`config.mk`:
```
export PLATFORM = sky130hd
export DESIGN_NAME = adc_push_pacer
export DESIGN_NICKNAME = d
export VERILOG_FILES = /design/src/rtl/adc_push_pacer.sv
export SDC_FILE = /design/constraint.sdc
export NUM_CORES = 1
export LEC_CHECK = 0
export BUFFER_PORTS_ARGS = -buffer_cell sky130_fd_sc_hd__buf_2
export CAP_MARGIN = 10
export CORE_MARGIN = 1.5
export CORE_UTILIZATION = 60
export CTS_CLUSTER_DIAMETER = 80
export DETAILED_ROUTE_END_ITERATION = 7
export PLACE_DENSITY = 0.83
export SYNTH_ARGS = -nofsm -noshare
export SYNTH_HDL_FRONTEND = slang
export SYNTH_SLANG_ARGS = --single-unit
```
`constraint.sdc`:
```
create_clock -name clk -period 4.1 [get_ports clk]
set_clock_uncertainty 0.1 [all_clocks]
set_input_delay 0.205 -clock clk [delete_from_list [all_inputs] [get_ports clk]]
set_output_delay 0.205 -clock clk [all_outputs]
set_load 0.02 [all_outputs]
```
`src/rtl/adc_push_pacer.sv`:
```
// ADC sample pacer: buffers converter samples in a FIFO and pushes them to the
// correlator bank no faster than one every max(Interval,1) cycles.
module adc_push_pacer #(
    parameter int unsigned DEPTH = 16,
    parameter logic [31:0] BASE  = 32'hFE000200
) (
    input  logic        clk,
    input  logic        rst,
    input  logic [31:0] addr,
    input  logic [31:0] Wdata,
    input  logic        write,
    input  logic        read,
    output logic [31:0] Rdata,
    input  logic [15:0] SampleIn,
    input  logic        SampleValid,
    output logic        SampleReady,
    output logic [15:0] ADC,
    output logic        PushADC
);

    localparam int unsigned AW = $clog2(DEPTH);
    localparam int unsigned LW = AW + 1;

    localparam logic [31:0] ADDR_CTRL   = BASE;
    localparam logic [31:0] ADDR_INTV   = BASE + 32'd4;
    localparam logic [31:0] ADDR_STATUS = BASE + 32'd8;
    localparam logic [31:0] ADDR_DROP   = BASE + 32'd12;

    logic [15:0]    mem [DEPTH];
    logic [AW-1:0]  wr_ptr;
    logic [AW-1:0]  rd_ptr;
    logic [LW-1:0]  level;
    logic           enable;
    logic [15:0]    interval;
    logic           overflow;
    logic [31:0]    drop_count;
    logic [15:0]    spacing;

    logic           full;
    logic           empty;
    logic           wr_ctrl;
    logic           wr_intv;
    logic           wr_status;
    logic           wr_drop;
    logic           flush;
    logic           accept;
    logic           drop;
    logic           pop;
    logic [15:0]    spacing_load;
    logic [31:0]    status;

    // Datapath decisions for this cycle; a flush suppresses accept, drop and pop.
    always_comb begin
        full         = (level == LW'(DEPTH));
        empty        = (level == '0);
        wr_ctrl      = write && (addr == ADDR_CTRL);
        wr_intv      = write && (addr == ADDR_INTV);
        wr_status    = write && (addr == ADDR_STATUS);
        wr_drop      = write && (addr == ADDR_DROP);
        flush        = wr_ctrl && Wdata[1];
        accept       = SampleValid && !full && !flush;
        drop         = SampleValid && full && !flush;
        pop          = enable && !empty && (spacing == 16'd0) && !flush;
        spacing_load = (interval == 16'd0) ? 16'd0 : (interval - 16'd1);
        status       = {21'd0, overflow, full, empty, 1'b0, 7'(level)};
    end

    assign SampleReady = !full;

    // Combinational register read mux; unmapped or idle reads return 0.
    always_comb begin
        Rdata = 32'd0;
        if (read) begin
            case (addr)
                ADDR_CTRL:   Rdata = {31'd0, enable};
                ADDR_INTV:   Rdata = {16'd0, interval};
                ADDR_STATUS: Rdata = status;
                ADDR_DROP:   Rdata = drop_count;
                default:     Rdata = 32'd0;
            endcase
        end
    end

    // Sample storage; contents need no reset since level gates every read.
    always_ff @(posedge clk) begin
        if (accept) begin
            mem[wr_ptr] <= SampleIn;
        end
    end

    // FIFO pointers and occupancy.
    always_ff @(posedge clk) begin
        if (!rst) begin
            wr_ptr <= '0;
            rd_ptr <= '0;
            level  <= '0;
        end else if (flush) begin
            wr_ptr <= '0;
            rd_ptr <= '0;
            level  <= '0;
        end else begin
            if (accept) begin
                wr_ptr <= wr_ptr + AW'(1);
            end
            if (pop) begin
                rd_ptr <= rd_ptr + AW'(1);
            end
            case ({accept, pop})
                2'b10:   level <= level + LW'(1);
                2'b01:   level <= level - LW'(1);
                default: level <= level;
            endcase
        end
    end

    // Pop-to-pop spacing counter; keeps counting down even while disabled.
    always_ff @(posedge clk) begin
        if (!rst) begin
            spacing <= 16'd0;
        end else if (flush) begin
            spacing <= 16'd0;
        end else if (pop) begin
            spacing <= spacing_load;
        end else if (spacing != 16'd0) begin
            spacing <= spacing - 16'd1;
        end
    end

    // Output stage: head sample and one-cycle strobe the cycle after a pop.
    always_ff @(posedge clk) begin
        if (!rst) begin
            ADC     <= 16'd0;
            PushADC <= 1'b0;
        end else begin
            PushADC <= pop;
            if (pop) begin
                ADC <= mem[rd_ptr];
            end
        end
    end

    // Control and interval registers; flush bit is a strobe and is never stored.
    always_ff @(posedge clk) begin
        if (!rst) begin
            enable   <= 1'b0;
            interval <= 16'd0;
        end else begin
            if (wr_ctrl) begin
                enable <= Wdata[0];
            end
            if (wr_intv) begin
                interval <= Wdata[15:0];
            end
        end
    end

    // Sticky overflow flag; a drop in the same cycle beats the W1C.
    always_ff @(posedge clk) begin
        if (!rst) begin
            overflow <= 1'b0;
        end else if (drop) begin
            overflow <= 1'b1;
        end else if (wr_status && Wdata[10]) begin
            overflow <= 1'b0;
        end
    end

    // Saturating drop counter; a bus write beats a concurrent drop.
    always_ff @(posedge clk) begin
        if (!rst) begin
            drop_count <= 32'd0;
        end else if (wr_drop) begin
            drop_count <= Wdata;
        end else if (drop && (drop_count != 32'hFFFF_FFFF)) begin
            drop_count <= drop_count + 32'd1;
        end
    end

endmodule

```
# Word level (Yosys, flattened, before mapping)
# Memory sizes are Yosys's and may differ from the RTL's. A register that Yosys moved wholly into a read port is not among the register bits.
# Index checks and enable logic that the tools add are counted.
# totals
ff_bits	80
ramBits	256
in_bits	85
out_inout_bits	50
word_cells	65
mem_count	1
# mem_list
name	depth	width	read_ports	rd_clocked_by_memory_dff	write_ports	line	rtl
mem	16	16	1	1	1	29	logic [15:0] mem [DEPTH];
# op_classes
add_sub_neg	7
eq_ne	8
mux	12
n_bitwise	1
n_reduce_logical	27
# ops
operator	n
== test 32 bit (second input constant)	4
case mux 32 bit (4 select lines)	1
two-way mux 32 bit	3
two-way mux 16 bit	3
adder 32 x 1 -> 32 bit (second input constant)	1
logical NOT 16 bit	2
!= test 32 bit (second input constant)	1
subtractor 16 x 1 -> 16 bit (second input constant)	2
nonzero test 16 bit	1
logical AND 1 bit	14
case mux 5 bit (2 select lines)	1
adder 4 x 1 -> 4 bit (second input constant)	2
nonzero test 2 bit	4
adder 5 x 1 -> 5 bit (second input constant)	1
== test 5 bit (second input constant)	1
logical NOT 5 bit	1
subtractor 5 x 1 -> 5 bit (second input constant)	1
logical NOT 1 bit	4
two-way mux 1 bit	4
== test 2 x 1 -> 1 bit (second input constant)	1
== test 2 bit (second input constant)	1
OR reduction 2 bit	1
inverter 1 bit	1

# Logic depth before layout (Yosys ltp)
# Gate-level depths: netlist of the first run.
# depth
ltp_word	8
depth_mapped	15
mapped_depth_nobuf	13

# Least setup slack after synthesis of the first run
# OpenSTA, ideal clock, no wires.
# synth_path
path_type	input to register
from	in addr[15]
to	reg level[4]
setup_ns	0.122
arrival_ns	3.387
t_required_ns	3.878
setup_slack_ns	0.492
stages	14
path_buffers	1
cell_sequence	or4b_1 > or4b_4 > nor3_4 > buf_2 > nor2_1 > inv_1 > ha_1 > xor2_1 > ha_1 > a21oi_1 > o22ai_1 > a222oi_1 > or3_1 > a21oi_1
# synth_via
elab_chain_cells	7
word_cells_on_any_way	11
cone_classes	3 x eq/ne; 1 x mux; 7 x reduce/logical
# synth_lines
element	line	rtl
start: declaration	9	input logic [31:0] addr,
== test 32 bit *	56	wr_ctrl = write && (addr == ADDR_CTRL);
logical AND 1 bit *	56	
logical AND 1 bit *	60	flush = wr_ctrl && Wdata[1];
logical NOT 1 bit	61, 63	
logical AND 1 bit, on equally long branches	63, 61	
== test 2 x 1 -> 1 bit or == test 2 bit (tied branches)	108	case ({accept, pop})
case mux 5 bit (2 select lines) or nonzero test 2 bit (tied branches)	n/a	
end signal: assignment	109	2'b10: level <= level + LW'(1);
end signal: assignment	110	2'b01: level <= level - LW'(1);
end signal: assignment	111	default: level <= level;
end: declaration	32	logic [LW-1:0] level;
# Mark *: on every way between the ends. The rest lies on a longest branch, timed or not.
# A chain may end at the register's enable or synchronous reset.

# Final worst setup path of the first run
# layout_path
from	reg spacing[4]
to	reg level[4]
# layout_via
elab_chain_cells	5
word_cells_on_any_way	7
cone_classes	2 x eq/ne; 1 x mux; 4 x reduce/logical
# layout_lines
element	line	rtl
start: declaration	37	logic [15:0] spacing;
start signal: assignment	123	spacing <= spacing_load;
start signal: assignment	125	spacing <= spacing - 16'd1;
logical NOT 16 bit *	63	pop = enable && !empty && (spacing == 16'd0) && !flush;
logical AND 1 bit * (2 in series)	63	
net pop	48	logic pop;
== test 2 x 1 -> 1 bit or == test 2 bit (tied branches)	108	
case mux 5 bit (2 select lines) or nonzero test 2 bit (tied branches)	n/a	
# Mark *: on every way through the listed nets, which the timed path passes. The rest lies on a longest branch.

==> results.sh, run 1 <==
export IMPL_layout_commonest_cell="edfxtp_1"
export IMPL_switching_share=0.231
export IMPL_num_vias=10300
export IMPL_fp_dieArea_um2=26400
export IMPL_via_per_inst=6.22
export IMPL_grt_max_degree=38
export IMPL_path_clk_slew_ns=0.06
export IMPL_gr_usage_met2=0.513
export IMPL_path_max_fanout=5
export IMPL_overflow=0
export IMPL_n_antenna_cell=0
export IMPL_die_h_um=162
export IMPL_clock_latency_ns=0.53
export IMPL_ys_top_cells_by_area="edfxtp_1, dfxtp_1, mux4_2"
export IMPL_final_area_um2=18000
export IMPL_h_tree_depth=2
export IMPL_met1_usage=0.368
export IMPL_power_frac_comb=0.086
export IMPL_pwr_share_clk=0.407
export IMPL_numCtsBuffers=36
export IMPL_synth_adder_area_share=0.00985
export IMPL_cp_required_ns=4.39
export IMPL_status="complete, no violations"
export IMPL_clk_path_buf_depth=3
export IMPL_seqPwrFrac=0.507
export IMPL_whs_ns=0.0942
export IMPL_initialDrtViolationCount=1229
export IMPL_cpMaxStageDelayCell="or4_1"
export IMPL_syn_area_per_cell_um2=13.8
export IMPL_use_met3=0.0428
export IMPL_rsz0062_at_grt="no"
export IMPL_cp_end_kind="flop"
export IMPL_syn_cell_area_um2=15200
export IMPL_synth_cells=1105
export IMPL_critPathBufInv=0
export IMPL_yosys_area_top_type="edfxtp_1"
export IMPL_dpl_hpwl_um=22600
export IMPL_ys_warn_count=0
export IMPL_ys_types=58
export IMPL_irDropWorstVdd_uv=412
export IMPL_start_util=0.609
export IMPL_finalSetupTns_ns=0
export IMPL_p_leak_nw=6.13
export IMPL_tightest_slew_ns=1.25
export IMPL_wire_per_inst_um=22.8
export IMPL_grt_use_total=0.290
export IMPL_cp_start_kind="flop"
export IMPL_period_needed_ns=3.70
export IMPL_rows=58
export IMPL_fin_util=0.719
export IMPL_first_pass_iters=8
export IMPL_numClockSinks=352
export IMPL_drc=0
export IMPL_seq_area_frac_synth=0.630
export IMPL_post_cts_setup_buffers=0
export IMPL_synth_top_family_by_area="multiplexers"
export IMPL_setup_ws_ns=0.400
export IMPL_grt_pass1_wl_um=57100
export IMPL_slew_violations=0
export IMPL_async_flop_share=0
export IMPL_yosys_area_share_simple=0.116
export IMPL_relSlewSlack=0.167
export IMPL_syn_nets=1202
export IMPL_core_um2=25000
export IMPL_antenna_found_initial=0
export IMPL_powerDensity_nw_per_um2=435
export IMPL_synth_top_area_frac=0.504
export IMPL_max_stage_delay_ns=0.64
export IMPL_cts_root_buffer_cell="clkbuf_16"
export IMPL_place_ws_ns=0.348
export IMPL_fin_total_pwr_mw=7.82
export IMPL_num_io_pins=135
export IMPL_synth_edf_count=256
export IMPL_switchingPower_mw=1.81
export IMPL_place_area_um2=16400
export IMPL_crit_chain="or4_1 -> nor3_2 -> nand4_1 -> a31oi_1 -> ha_1 -> xor2_1 -> ha_1 -> a21oi_1 -> o22ai_1 -> a222oi_1 -> or3_1 -> a21oi_1"
export IMPL_power_internal_mw=6.02
export IMPL_synthXorXnorAreaFrac=0.0379
export IMPL_cp_arrival_ns=3.99
export IMPL_period_share=0.902
export IMPL_gp_congestion=0.889
export IMPL_setup_viol=0
export IMPL_drv_cap=0
export IMPL_grt_busiest_layer="met2"
export IMPL_drive_gt1_frac=0.238
export IMPL_hold_viol=0
export IMPL_final_antenna_net_count=0
export IMPL_synth_ff_type="edfxtp_1"
export IMPL_max_freq_mhz=270
export IMPL_io_buffers=134
export IMPL_cts_tree="yes"
export IMPL_die_w_um=162
export IMPL_layoutNonFillerInstCount=1660
export IMPL_nets=1399
export IMPL_synth_compound_area_share=0.0533
export IMPL_synth_area_mux_share=0.132
export IMPL_layout_common_cells="edfxtp_1, buf_2, nand2_1"
export IMPL_grt_pass1_vias=10200
export IMPL_critPathKind="flop to flop"
export IMPL_syn2layout_area_growth_pct=18.0
export IMPL_wirelength_um=37800
export IMPL_synth_seq_cells=352
export IMPL_min_path_type="input port to flop"
export IMPL_place_inst=1546
export IMPL_critical_path_top_delay_family="simple AND/OR/NAND/NOR gates"
==> flip-flops by register name, indices dropped and copies added (netlist names) <==
| signal | count |
|---|---|
| ADC | 16 |
| PushADC | 1 |
| drop_count | 32 |
| enable | 1 |
| interval | 16 |
| level | 5 |
| mem | 256 |
| overflow | 1 |
| rd_ptr | 4 |
| spacing | 16 |
| wr_ptr | 4 |
==> layer usage <==
layer | vias up | wire (um)
met5 | - | 0
met4 | 0 | 1250
met3 | 96 | 3520
met2 | 559 | 19300
met1 | 5072 | 13700
li1 | 4595 | -
==> Yosys cell counts (5+ instances only) <==
library cell,instances
edfxtp_1,256
nand2_1,109
dfxtp_1,96
a21oi_1,88
mux4_2,81
nor2_1,74
xnor2_1,45
o21ai_0,37
clkbuf_1,36
nor3_1,29
nand3_1,27
nor4_1,23
nand4_1,21
xor2_1,21
and2_1,17
mux2i_1,17
inv_1,16
ha_1,12
or3_1,10
buf_1,9
buf_2,7
and3_1,5
nor3b_1,5
nor4b_1,5
or4_1,5
==> power by group through the flow <==
| stage | registers (mW) | logic, mW | clock network [mW] |
|---|---|---|---|
| floorplan | 4.02 | 0.445 | 0 |
| global placement | 4.03 | 0.595 | 0 |
| detailed placement | 4.04 | 0.621 | 0 |
| CTS | 3.96 | 0.666 | 3.22 |
| global route | 3.97 | 0.743 | 3.34 |
| finish | 3.97 | 0.674 | 3.18 |
==> cells by family (layout without fill, tap and decap cells) <==
| kind of cell | count (synthesis) | after routing |
|---|---|---|
| simple gates | 354 | 354 |
| fa+ha+maj | 12 | 12 |
| buf+inv | 75 | 300 |
| compound gates | 147 | 147 |
| xor+xnor | 66 | 66 |
| mux | 99 | 99 |
| flops | 352 | 352 |
==> tightest hold or removal path, stage by stage <==
cell     delay [ns]
buf_2          0.21
nand4_1        0.18
a21oi_1        0.07
==> area by class of cell <==
type | instances | area, um2
clock buffer | 49 | 970
inverter | 18 | 67.6
clock inverter | 17 | 178
tap | 330 | 413
timing repair buffer | 216 | 1410
sequential | 352 | 9610
fill | 1601 | 7050
multi-input combinational | 678 | 5340
==> worst paths after layout <==
path                                 start              to  slack [ns]  depth (start not counted)
worst min-delay path               addr[2]  drop_count[26]        0.09                          3
worst min register to register      ADC[5]          ADC[5]        0.35                          2
worst max-delay path            spacing[4]        level[4]        0.40                         12
worst max register to register  spacing[4]        level[4]        0.40                         12
==> timing repair <==
item,4_1_cts,5_1_grt
resized for setup,0,1
endpoints found under the setup margin,0,1
endpoints found under the hold margin,305,0
hold buffers,48,0
(Power assumes the default switching activity.)
==> run 2: changes to the inputs <==
CORE_ASPECT_RATIO = 1.75   (was unset)
==> results.sh, run 2 (synthesis results as in run 1) <==
export IMPL_relSlewSlack=0.218
export IMPL_grt_max_degree=38
export IMPL_hold_path_end="wr_ptr[3]"
export IMPL_drive_gt1_frac=0.249
export IMPL_die_h_um=214
export IMPL_setup_viol=0
export IMPL_layoutNonFillerInstCount=1643
export IMPL_place_area_um2=16400
export IMPL_initialDrtViolationCount=950
export IMPL_grt_use_total=0.325
export IMPL_dpl_hpwl_um=25100
export IMPL_drv_cap=0
export IMPL_p_leak_nw=6.14
export IMPL_fin_total_pwr_mw=7.77
export IMPL_layout_commonest_cell="edfxtp_1"
export IMPL_path_max_fanout=5
export IMPL_numClockSinks=352
export IMPL_rr_startpoint="spacing[4]"
export IMPL_min_from="SampleValid"
export IMPL_largest_reg_flops=256
export IMPL_hold_viol=0
export IMPL_clock_latency_ns=0.57
export IMPL_layout_common_cells="edfxtp_1, buf_2, nand2_1"
export IMPL_clk_path_buf_depth=3
export IMPL_cp_arrival_ns=4.19
export IMPL_irDropWorstVdd_uv=345
export IMPL_cp_end_kind="flop"
export IMPL_period_share=0.937
export IMPL_h_tree_depth=1
export IMPL_final_area_um2=18000
export IMPL_rr_endpoint="level[4]"
export IMPL_n_antenna_cell=0
export IMPL_hold_depth=5
export IMPL_gp_congestion=1.01
export IMPL_die_w_um=124
export IMPL_io_buffers=134
export IMPL_tightest_slew_ns=1.17
export IMPL_cp_required_ns=4.45
export IMPL_post_cts_resized=0
export IMPL_max_stage_delay_ns=0.62
export IMPL_reg2reg_slack_ns=0.26
export IMPL_min_path_type="input port to flop"
export IMPL_via_per_inst=6.43
export IMPL_max_freq_mhz=260
export IMPL_rsz0062_at_grt="no"
export IMPL_wirelength_um=41700
export IMPL_biggestRegsByFlops="mem x256, drop_count x32"
export IMPL_cts_tree="yes"
export IMPL_first_pass_iters=7
export IMPL_crit_chain="or4_1 -> nor3_1 -> nand4_1 -> a31oi_1 -> ha_1 -> xor2_1 -> ha_1 -> a21oi_1 -> o22ai_1 -> a222oi_1 -> or3_1 -> a21oi_1"
export IMPL_place_inst=1534
export IMPL_numCtsBuffers=30
export IMPL_powerDensity_nw_per_um2=431
export IMPL_core_um2=25100
export IMPL_critPathBufInv=0
export IMPL_grt_pass1_vias=11100
export IMPL_fillerInstances=1537
export IMPL_num_io_pins=135
export IMPL_reg2regPathDepth=12
export IMPL_drc=0
export IMPL_num_vias=10600
export IMPL_syn2layout_area_growth_pct=18.3
export IMPL_finalSetupTns_ns=0
export IMPL_path_clk_slew_ns=0.07
export IMPL_start_util=0.606
export IMPL_slew_violations=0
export IMPL_grt_pass1_wl_um=62300
export IMPL_cpMaxStageDelayCell="or4_1"
export IMPL_ctsHoldBuffers=52
export IMPL_period_needed_ns=3.84
export IMPL_final_antenna_net_count=0
export IMPL_wire_per_inst_um=25.4
export IMPL_cts_root_buffer_cell="clkbuf_16"
export IMPL_cp_start_kind="flop"
export IMPL_critical_path_top_delay_family="simple AND/OR/NAND/NOR gates"
export IMPL_nets=1400
export IMPL_regMostFlops="mem"
export IMPL_overflow=0
export IMPL_critPathKind="flop to flop"
export IMPL_fp_dieArea_um2=26400
export IMPL_post_cts_setup_buffers=0
export IMPL_status="complete, no violations"
export IMPL_rows=77
export IMPL_antenna_found_initial=0
run 2: changes by cell type in the layout (fill, tap and decap cells not counted), sizes merged:
cell / previous run / this run
dlygate4sd3: 48 / 52
clkinv: 16 / 13
bufinv: 2 / 6
clkinvlp: 0 / 1
buf: 168 / 171
clkbuf: 49 / 37
run 2: area by class of cell:
| cell class | instances | area (um2) | share of cell area |
|---|---|---|---|
| sequential | 352 | 9610 | 0.533 |
| multi-input combinational | 678 | 5370 | 0.298 |
| timing repair buffer | 223 | 1510 | 0.0840 |
| clock buffer | 37 | 818 | 0.0454 |
| tap | 316 | 395 | 0.0219 |
| clock inverter | 19 | 255 | 0.0142 |
| inverter | 18 | 67.6 | 0.00375 |
run 2: tightest hold or removal path: cells and delay by family:
| kind | cells | cell delay [ns] |
|---|---|---|
| AND/OR/NAND/NOR | 3 | 0.23 |
| XOR/XNOR | 1 | 0.13 |
| buffers and inverters | 1 | 0.13 |
run 2: how the worst max path moves through the flow:
stage | slack (ns) | cells past startpoint | start | endpoint
global placement | 0.54 | 15 | addr[15] | level[4]
detailed placement | 0.36 | 12 | spacing[4] | level[4]
floorplan | 0.49 | 14 | addr[15] | level[4]
global route | 0.16 | 12 | spacing[4] | level[4]
finish | 0.26 | 12 | spacing[4] | level[4]
CTS | 0.33 | 12 | spacing[4] | level[4]
run 2: routing by layer:
layer  up-vias  share of wire  global-route usage
li1       4593              -                   -
met1      5205           0.33               0.351
met2       584           0.53               0.573
met3       181          0.071              0.0628
met4         0          0.065               0.214
met5         -              0                   0
run 2: metrics by stage:
step	util	hold WS, ns	setup slack, ns
final	0.717	0.0823	0.257
after global routing	0.717	0.0980	0.160
after CTS	0.716	0.0593	0.326
after detailed placement	0.653	0.350	0.364
after global placement	0.653	0.338	0.541
after floorplan	-	0.204	0.492
run 2: power by group:
part	total (mW)	internal, mW	switching [mW]	leakage [nW]
sequential	3.97	3.90	0.0681	3.09
clock	3.08	1.80	1.28	0.527
combinational	0.720	0.315	0.405	2.53
total	7.77	6.01	1.75	6.14
==> run 3: changes to the inputs <==
CORE_UTILIZATION = 35   (was 60)
PLACE_DENSITY = 0.55   (was 0.83)
==> results.sh, run 3 (synthesis results as in run 1) <==
export IMPL_grt_pass1_wl_um=61100
export IMPL_hold_depth=3
export IMPL_largest_reg_flops=256
export IMPL_slew_violations=0
export IMPL_overflow=0
export IMPL_core_um2=43200
export IMPL_drc=0
export IMPL_cp_required_ns=4.45
export IMPL_hold_viol=0
export IMPL_initialDrtViolationCount=631
export IMPL_final_area_um2=18400
export IMPL_num_io_pins=135
export IMPL_grt_max_degree=68
export IMPL_period_needed_ns=3.69
export IMPL_io_buffers=134
export IMPL_place_area_um2=16800
export IMPL_p_leak_nw=6.18
export IMPL_reg2reg_slack_ns=0.41
export IMPL_reg2regPathDepth=12
export IMPL_gp_congestion=0.859
export IMPL_status="complete, no violations"
export IMPL_h_tree_depth=2
export IMPL_max_freq_mhz=271
export IMPL_setup_ws_ns=0.410
export IMPL_irDropWorstVdd_uv=230
export IMPL_rsz0062_at_grt="no"
export IMPL_drive_gt1_frac=0.254
export IMPL_cp_arrival_ns=4.04
export IMPL_n_antenna_cell=0
export IMPL_first_pass_iters=4
export IMPL_cp_start_kind="flop"
export IMPL_fillerInstances=4045
export IMPL_biggestRegsByFlops="mem x256, drop_count x32"
export IMPL_rows=101
export IMPL_wire_per_inst_um=21.0
export IMPL_wirelength_um=39900
export IMPL_clk_path_buf_depth=3
export IMPL_numClockSinks=352
export IMPL_powerDensity_nw_per_um2=430
export IMPL_layout_common_cells="edfxtp_1, buf_2, nand2_1"
export IMPL_setup_viol=0
export IMPL_path_clk_slew_ns=0.07
export IMPL_final_antenna_net_count=0
export IMPL_die_h_um=279
export IMPL_cp_end_kind="flop"
export IMPL_antenna_found_initial=0
export IMPL_relSlewSlack=0.541
export IMPL_drv_cap=0
export IMPL_crit_end="level[4]"
export IMPL_layout_commonest_cell="edfxtp_1"
export IMPL_clock_latency_ns=0.54
export IMPL_wl_met1_um=15000
export IMPL_fp_dieArea_um2=44900
export IMPL_min_path_type="input port to flop"
export IMPL_dr_wl_met3_um=1450
export IMPL_highest_layer="met4"
export IMPL_die_w_um=161
export IMPL_place_ws_ns=0.337
export IMPL_finalSetupTns_ns=0
export IMPL_period_share=0.900
export IMPL_rr_startpoint="spacing[4]"
export IMPL_worstSetupStartpoint="spacing[4]"
export IMPL_cts_tree="yes"
export IMPL_nets=1404
export IMPL_num_vias=9884
export IMPL_via_per_inst=5.20
export IMPL_dr_wl_met2_um=22300
export IMPL_grt_pass1_vias=10300
export IMPL_grt_use_total=0.179
export IMPL_dpl_hpwl_um=26500
export IMPL_numCtsBuffers=36
export IMPL_path_max_fanout=5
export IMPL_syn2layout_area_growth_pct=20.9
export IMPL_start_util=0.353
export IMPL_regMostFlops="mem"
export IMPL_cts_root_buffer_cell="clkbuf_16"
export IMPL_tightest_slew_ns=0.683
export IMPL_critPathKind="flop to flop"
export IMPL_rr_endpoint="level[4]"
run 3: cell count changes in the layout (fill, tap and decap cells not counted), moves of 3 or more:
cell,delta
clkbuf_1,+6
dlygate4sd3_1,-4
clkinv_2,-3
bufinv_16,-5
clkbuf_16,+6
clkbuf_8,+4
run 3: final cells by class:
| type | count | area, um2 | area share |
|---|---|---|---|
| clock buffer | 54 | 1050 | 0.0571 |
| clock inverter | 11 | 128 | 0.00692 |
| inverter | 18 | 67.6 | 0.00366 |
| multi-input combinational | 678 | 5370 | 0.291 |
| sequential | 352 | 9610 | 0.521 |
| tap | 566 | 708 | 0.0384 |
| timing repair buffer | 221 | 1490 | 0.0810 |
run 3: per-layer routing:
metal	track usage	up-vias
met5	0	-
met4	0.0634	0
met3	0.0251	59
met2	0.347	243
met1	0.195	4980
li1	-	4602
run 3: per-stage QoR:
| step | utilization | hold slack (ns) | power [mW] | instances |
|---|---|---|---|---|
| CTS | 0.426 | 0.0237 | 8.02 | 1900 |
| finish | 0.427 | 0.0573 | 7.92 | 1900 |
| floorplan | - | 0.204 | 4.47 | 1105 |
| global route | 0.427 | 0.0476 | 8.24 | 1900 |
| global placement | 0.388 | 0.341 | 4.68 | 1787 |
| detailed placement | 0.388 | 0.341 | 4.69 | 1787 |
run 3: worst min path at each step:
stage / from / slack (ns) / to
6_report: addr[2] / 0.06 / drop_count[26]
5_1_grt: addr[2] / 0.05 / drop_count[26]
4_1_cts: addr[2] / 0.02 / drop_count[26]
3_5_place_dp: ADC[11] / 0.34 / ADC[11]
3_3_place_gp: ADC[7] / 0.34 / ADC[7]
2_1_floorplan: SampleIn[0] / 0.20 / mem[0][0]
run 3: repair_timing:
| action | CTS | global route |
|---|---|---|
| hold buffers | 48 | 0 |
| gates resized for setup | 0 | 1 |
| endpoints found under the setup margin | 0 | 1 |
| buffers inserted | 0 | 0 |
| hold endpoints to repair | 306 | 0 |
run 3: report_power, final:
| part | switching [mW] | internal (mW) |
|---|---|---|
| Sequential | 0.0650 | 3.90 |
| Clock | 1.40 | 1.87 |
| Combinational | 0.375 | 0.314 |
run 3: critical path, cell delays in order (launching register included):
cell,delay (ns)
dfxtp_1,0.34
or4_1,0.63
nor3_2,0.30
nand4_1,0.24
a31oi_1,0.35
ha_1,0.33
xor2_1,0.10
ha_1,0.18
a21oi_1,0.24
o22ai_1,0.14
a222oi_1,0.39
o21ai_0,0.13
a21oi_1,0.14
